File: src/rtl/neuron_pkg.sv
// Shared definitions for the neuron bus receiver and the frame generator side.
package neuron_pkg;

    localparam int N_PAIRS = 32;
    localparam int N_WORDS = 2 * N_PAIRS + 2;
    localparam int T0_IDX  = 2 * N_PAIRS;
    localparam int T1_IDX  = 2 * N_PAIRS + 1;

    typedef enum logic [1:0] {
        IDLE    = 2'd0,
        LOAD    = 2'd1,
        COMPUTE = 2'd2,
        DONE    = 2'd3
    } nrx_state_t;

endpackage

File: src/rtl/xnor_popcount16.sv
// Per-pair binary-neuron match count: number of bit positions where a and b agree.
module xnor_popcount16 (
    input  logic [15:0] a,
    input  logic [15:0] b,
    output logic [4:0]  count
);

    logic [15:0] match;

    always_comb begin
        match = ~(a ^ b);
        count = 5'd0;
        for (int i = 0; i < 16; i++) begin
            count = count + 5'(match[i]);
        end
    end

endmodule

File: src/rtl/neuron_bus_receiver.sv
// Receives a 66-word frame (inputs, weights, T0, T1), accumulates XNOR matches
// one pair per cycle and classifies the total against the two thresholds.
module neuron_bus_receiver #(
    parameter int DATA_WIDTH = 16,
    parameter int N_PAIRS    = 32
) (
    input  logic                  clk,
    input  logic                  reset,
    input  logic                  chip_sel,
    input  logic                  wr_en,
    input  logic [DATA_WIDTH-1:0] DATA_BUS,
    output logic                  output_ready,
    output logic [1:0]            neuron_level,
    output logic [9:0]            popcount_sum,
    output logic                  protocol_err,
    output logic                  busy
);
    import neuron_pkg::*;

    localparam int WORDS  = 2 * N_PAIRS + 2;
    localparam int T0_POS = 2 * N_PAIRS;
    localparam int T1_POS = 2 * N_PAIRS + 1;

    nrx_state_t state, next_state;

    logic [DATA_WIDTH-1:0] words [0:WORDS-1];
    logic [6:0]            word_cnt;
    logic [5:0]            pair_idx;
    logic [9:0]            acc;
    logic [4:0]            pair_count;
    logic [1:0]            level_next;
    logic                  write;
    logic                  store_en;
    logic [6:0]            store_idx;

    assign write     = chip_sel & wr_en;
    assign store_en  = write & ((state == IDLE) | (state == LOAD));
    assign store_idx = (state == IDLE) ? 7'd0 : word_cnt;
    assign busy      = (state != IDLE);

    // Frame storage is deliberately not reset; every frame overwrites it fully.
    always_ff @(posedge clk) begin
        if (store_en) words[store_idx] <= DATA_BUS;
    end

    xnor_popcount16 u_pop (
        .a     (words[{1'b0, pair_idx}]),
        .b     (words[7'(N_PAIRS) + {1'b0, pair_idx}]),
        .count (pair_count)
    );

    always_comb begin
        level_next = 2'd0;
        if (DATA_WIDTH'(acc) >= words[T1_POS])      level_next = 2'd2;
        else if (DATA_WIDTH'(acc) >= words[T0_POS]) level_next = 2'd1;
    end

    always_ff @(posedge clk or posedge reset) begin
        if (reset) state <= IDLE;
        else       state <= next_state;
    end

    always_comb begin
        next_state = state;
        case (state)
            IDLE:    if (write) next_state = LOAD;
            LOAD: begin
                if (!chip_sel)                                     next_state = IDLE;
                else if (write && word_cnt == 7'(WORDS - 1))       next_state = COMPUTE;
            end
            COMPUTE: if (pair_idx == 6'(N_PAIRS)) next_state = DONE;
            DONE:    if (!chip_sel) next_state = IDLE;
            default: next_state = IDLE;
        endcase
    end

    always_ff @(posedge clk or posedge reset) begin
        if (reset) begin
            word_cnt     <= '0;
            pair_idx     <= '0;
            acc          <= '0;
            output_ready <= 1'b0;
            neuron_level <= 2'd0;
            popcount_sum <= '0;
            protocol_err <= 1'b0;
        end else begin
            case (state)
                IDLE: begin
                    if (write) begin
                        word_cnt     <= 7'd1;
                        protocol_err <= 1'b0;
                    end
                end
                LOAD: begin
                    if (!chip_sel) begin
                        protocol_err <= 1'b1;
                        word_cnt     <= '0;
                    end else if (write) begin
                        if (word_cnt == 7'(WORDS - 1)) begin
                            word_cnt <= '0;
                            pair_idx <= '0;
                            acc      <= '0;
                        end else begin
                            word_cnt <= word_cnt + 7'd1;
                        end
                    end
                end
                COMPUTE: begin
                    // pair_idx == N_PAIRS is the extra cycle that publishes the result
                    if (pair_idx == 6'(N_PAIRS)) begin
                        popcount_sum <= acc;
                        neuron_level <= level_next;
                        output_ready <= 1'b1;
                    end else begin
                        acc      <= acc + 10'(pair_count);
                        pair_idx <= pair_idx + 6'd1;
                    end
                    if (write) protocol_err <= 1'b1;
                end
                DONE: begin
                    if (!chip_sel) output_ready <= 1'b0;
                    if (write)     protocol_err <= 1'b1;
                end
                default: ;
            endcase
        end
    end

endmodule

File: config.mk
export PLATFORM = sky130hd
export DESIGN_NAME = neuron_bus_receiver
export DESIGN_NICKNAME = d
export VERILOG_FILES = /design/src/rtl/neuron_pkg.sv /design/src/rtl/xnor_popcount16.sv /design/src/rtl/neuron_bus_receiver.sv
export SDC_FILE = /design/constraint.sdc
export NUM_CORES = 1
export LEC_CHECK = 0
export BUFFER_PORTS_ARGS = -buffer_cell sky130_fd_sc_hd__buf_4
export CORE_UTILIZATION = 40
export CTS_BUF_LIST = sky130_fd_sc_hd__clkbuf_4 sky130_fd_sc_hd__clkbuf_8 sky130_fd_sc_hd__clkbuf_16
export CTS_CLUSTER_SIZE = 28
export DETAILED_ROUTE_END_ITERATION = 10
export SETUP_SLACK_MARGIN = 0.4
export SYNTH_ARGS = -nofsm -noshare
export SYNTH_HDL_FRONTEND = slang
export SYNTH_HIERARCHICAL = 1
export SYNTH_SLANG_ARGS = --single-unit
File: constraint.sdc
create_clock -name clk -period 17.15 [get_ports clk]
set_input_delay 1.715 -clock clk [delete_from_list [all_inputs] [get_ports clk]]
set_output_delay 1.715 -clock clk [all_outputs]
set_load 0.01 [all_outputs]
==> metrics.md <==
| Metric | Value |
|---|---|
| Data required time at the worst endpoint | 17.68 ns |
| Placeable core area | 108,000 sq um |
| WS Path Type | flop to flop |
| Drt wl/cell | 28.7 um |
| Number of detailed-route iterations in the first pass | 5 |
| Maximum fanout count along the critical path | 83 |
| Maximum number of pins on one net before global-route repair | 118 |
| Sequential-to-total area share from yosys stat | 74.7% |
| Synth cell types | 65 |
| Height of the die | 333 um |
| DRC violations left | 0 |
| Number of antenna violations at the first check in global routing | 1 |
| Commonest non-fill, non-tap cells in the layout | 1,056 x sky130_fd_sc_hd__edfxtp_1, 191 x sky130_fd_sc_hd__mux4_2, 154 x sky130_fd_sc_hd__nand2_1 |
| Fillers | 9,051 |
| Clock edge transition at the registers on the reported setup and hold paths | 0.06 ns |
| Number of placed I/O pins | 35 |
| Global-route usage over all layers | 20.1% |
| Final hold viol count | 0 |
| Insertion delay of the later-clocked pin in the worst-skew pair | 0.68 ns |
| Num Clock Sinks | 1,095 |
| Number of buffers created by CTS | 109 |
| Share of synthesized flip-flops with an asynchronous set or reset | 3.56% |
| Placer's final routability congestion estimate | 0.854 |
| CP max-delay cell | sky130_fd_sc_hd__dfrtp_4 |
| GRT overflow | 0 |
| CP Launch Type | flop |
| Number of buffers on the longest clock path | 3 |
| Category of cells accounting for the largest share of critical-path delay | adder cells |
| Fraction of final layout cells sized beyond drive strength 1 | 21.6% |
| Path category of the worst min-delay check | flop to flop |
| Number of placement rows | 120 |
| Deepest level of the CTS H-tree | 3 |
| Mean Syn Cell Area | 19.2 sq um |
| Post-synthesis net count | 2,342 |
| Clock root buffer | sky130_fd_sc_hd__clkbuf_16 |
| Filler-free cell count of the finished design | 3,882 |
| Minimum period implied by the final worst setup slack | 8.56 ns |
| Upper clock frequency limit | 117 MHz |
| Tcrit/Tclk final | 49.9% |
| Hold bufs inserted after CTS | 0 |
| Vias in the first global route | 22,600 |
| Largest incremental delay on the critical path | 1.04 ns |
| Relative max-transition margin | 23.8% |
| Layout net count | 2,449 |
| Area growth from synthesis to layout | 12.8% |
| Number of flops mapped to enable cells by yosys | 1,056 |
| Most instantiated flip-flop cell in the synthesis netlist | sky130_fd_sc_hd__edfxtp_1 |
| Combined area of all synthesized cells | 43,700 sq um |
| Commonest non-fill, non-tap cell in the layout | sky130_fd_sc_hd__edfxtp_1 |
| Initial standard-cell utilization of the core | 40.6% |
| Global-route wire length before repair | 162,000 um |
| # placed instances | 3,676 |
| Die outline width | 333 um |
| Final setup fails | 0 |
| HPWL reported at the end of detailed placement | 64,200 um |
| Mean number of vias per cell | 5.82 |
| Synthesized netlist cell count | 2,277 |
| Total setup buffers inserted after CTS | 0 |
| Fin Clk Skew | 0.0274 ns |
| Post-route ant nets | 0 |
| Sum of routed wire length over all layers | 111,000 um |
| Arrival time at the worst endpoint | 9.09 ns |
| Status | complete, no violations |
| #FFs+latches synth | 1,095 |
| Gates resized, CTS repair | 0 |
| Slew Limit Fails | 0 |
| TNS Setup | 0 ns |
| Count of buffering cells on the critical path with inverters included | 6 |
| Total of warnings raised by yosys | 6 |
| Port buffer count | 34 |
| Die outline area | 111,000 sq um |
| Vias after detailed routing | 22,600 |
| Endpoint kind of the worst setup timing path | flop |
| Max-capacitance violation count | 0 |
| CTS tree | yes |
| Setup repair after global routing missed its margin | false |
| Most frequent cell on the critical path | sky130_fd_sc_hd__fa_1 |
| Worst-margin pin slew | 1.14 ns |
| Number of DRC markers after the initial detailed-route iteration | 2,285 |
[per-stage QoR]
stage | util, % | setup WS [ns] | area [sq um] | hold slack, ns
2_1_floorplan | - | 10.99 | 43700 | 0.505
3_3_place_gp | 42.4 | 8.63 | 45700 | 0.494
3_5_place_dp | 42.4 | 8.55 | 45700 | 0.509
4_1_cts | 45.8 | 8.56 | 49300 | 0.522
5_1_grt | 45.8 | 8.11 | 49300 | 0.540
6_report | 45.8 | 8.59 | 49300 | 0.520
[Yosys cell counts (33+ instances only)]
cell type                  instances  share of area, %
sky130_fd_sc_hd__nor2_1           95              0.82
sky130_fd_sc_hd__a22oi_1          33              0.57
sky130_fd_sc_hd__clkbuf_1         53              0.45
sky130_fd_sc_hd__o221ai_1         47              0.94
sky130_fd_sc_hd__edfxtp_1       1056                73
sky130_fd_sc_hd__dfrtp_1          39               2.2
sky130_fd_sc_hd__mux4_2          191               9.8
sky130_fd_sc_hd__ha_1             34              0.97
sky130_fd_sc_hd__inv_1            42              0.36
sky130_fd_sc_hd__mux2i_1         130               3.0
sky130_fd_sc_hd__nand2_1         154               1.3
[layout make-up]
class                      count  area, sq um  share of cell area, %
antenna                        3         7.51                 0.0152
clock buffer                 134         2950                   5.98
clock inverter                69          656                   1.33
inverter                      46          173                  0.350
multi-input combinational   1012        10200                   20.6
sequential                  1095        32700                   66.3
tap                         1403         1760                   3.56
timing repair buffer         120          926                   1.88
[state kept, by name (all words and copies together) (netlist names), named ones only]
signal,cells
word_cnt,7
state,1
popcount_sum,10
pair_idx,6
neuron_level,2
output_ready,1
protocol_err,1
acc,10
words,1056
[path summary, 6_finish.rpt]
path	from	to	slack (ns)	depth (start not counted)
max in group asynchronous	reset	pair_idx[2]$_DFFE_PP0P_	15.57	3
setup reg to reg	pair_idx[0]$_DFFE_PP0P_	acc[6]$_DFFE_PP0P_	8.59	25
hold / removal	popcount_sum[2]$_DFFE_PP0N_	popcount_sum[2]$_DFFE_PP0N_	0.52	1
setup / recovery	pair_idx[0]$_DFFE_PP0P_	acc[6]$_DFFE_PP0P_	8.59	25
hold reg to reg	popcount_sum[2]$_DFFE_PP0N_	popcount_sum[2]$_DFFE_PP0N_	0.52	1
min in group asynchronous	reset	neuron_level[1]$_DFFE_PP0N_	1.17	3
[worst reg2reg max path, cell delays in order (launching register included)]
cell and delay [ns]:
sky130_fd_sc_hd__dfrtp_4 1.04, sky130_fd_sc_hd__buf_12 0.56, sky130_fd_sc_hd__buf_4 0.82, sky130_fd_sc_hd__mux4_2 0.62
sky130_fd_sc_hd__nand2_1 0.08, sky130_fd_sc_hd__nand2_1 0.14, sky130_fd_sc_hd__a221oi_2 0.34, sky130_fd_sc_hd__a211oi_2 0.07
sky130_fd_sc_hd__xor2_1 0.20, sky130_fd_sc_hd__fa_1 0.56, sky130_fd_sc_hd__inv_1 0.05, sky130_fd_sc_hd__fa_1 0.51
sky130_fd_sc_hd__inv_1 0.06, sky130_fd_sc_hd__fa_1 0.56, sky130_fd_sc_hd__inv_1 0.06, sky130_fd_sc_hd__fa_1 0.45
sky130_fd_sc_hd__ha_1 0.23, sky130_fd_sc_hd__fa_1 0.57, sky130_fd_sc_hd__inv_1 0.06, sky130_fd_sc_hd__fa_1 0.43
sky130_fd_sc_hd__nor2b_1 0.13, sky130_fd_sc_hd__o21ai_0 0.11, sky130_fd_sc_hd__a21boi_0 0.36, sky130_fd_sc_hd__o211ai_1 0.16
sky130_fd_sc_hd__xor2_1 0.18, sky130_fd_sc_hd__nor2_1 0.05
[layer usage]
| layer | wire length (um) | share of wire [%] | GRT usage (%) |
|---|---|---|---|
| met2 | 51800 | 47 | 31.2 |
| met4 | 2590 | 2.3 | 5.59 |
| met3 | 7730 | 6.9 | 3.09 |
| met1 | 49300 | 44 | 29.5 |
| met5 | 0 | 0 | 0 |
[cells by family (layout without fill, tap and decap cells)]
logic type | after synthesis | after routing | share of synthesized area (%)
fa+ha+maj | 45 | 45 | 1.48
flops | 1095 | 1095 | 74.7
other cells | 0 | 3 | 0
mux | 340 | 340 | 13.3
simple gates | 317 | 317 | 3.09
compound gates | 281 | 281 | 4.69
buf+inv | 170 | 369 | 2.13
xor+xnor | 29 | 29 | 0.581
Power is not shown: default switching activity piles up to over one toggle a cycle in this logic, so the estimate is an artifact.
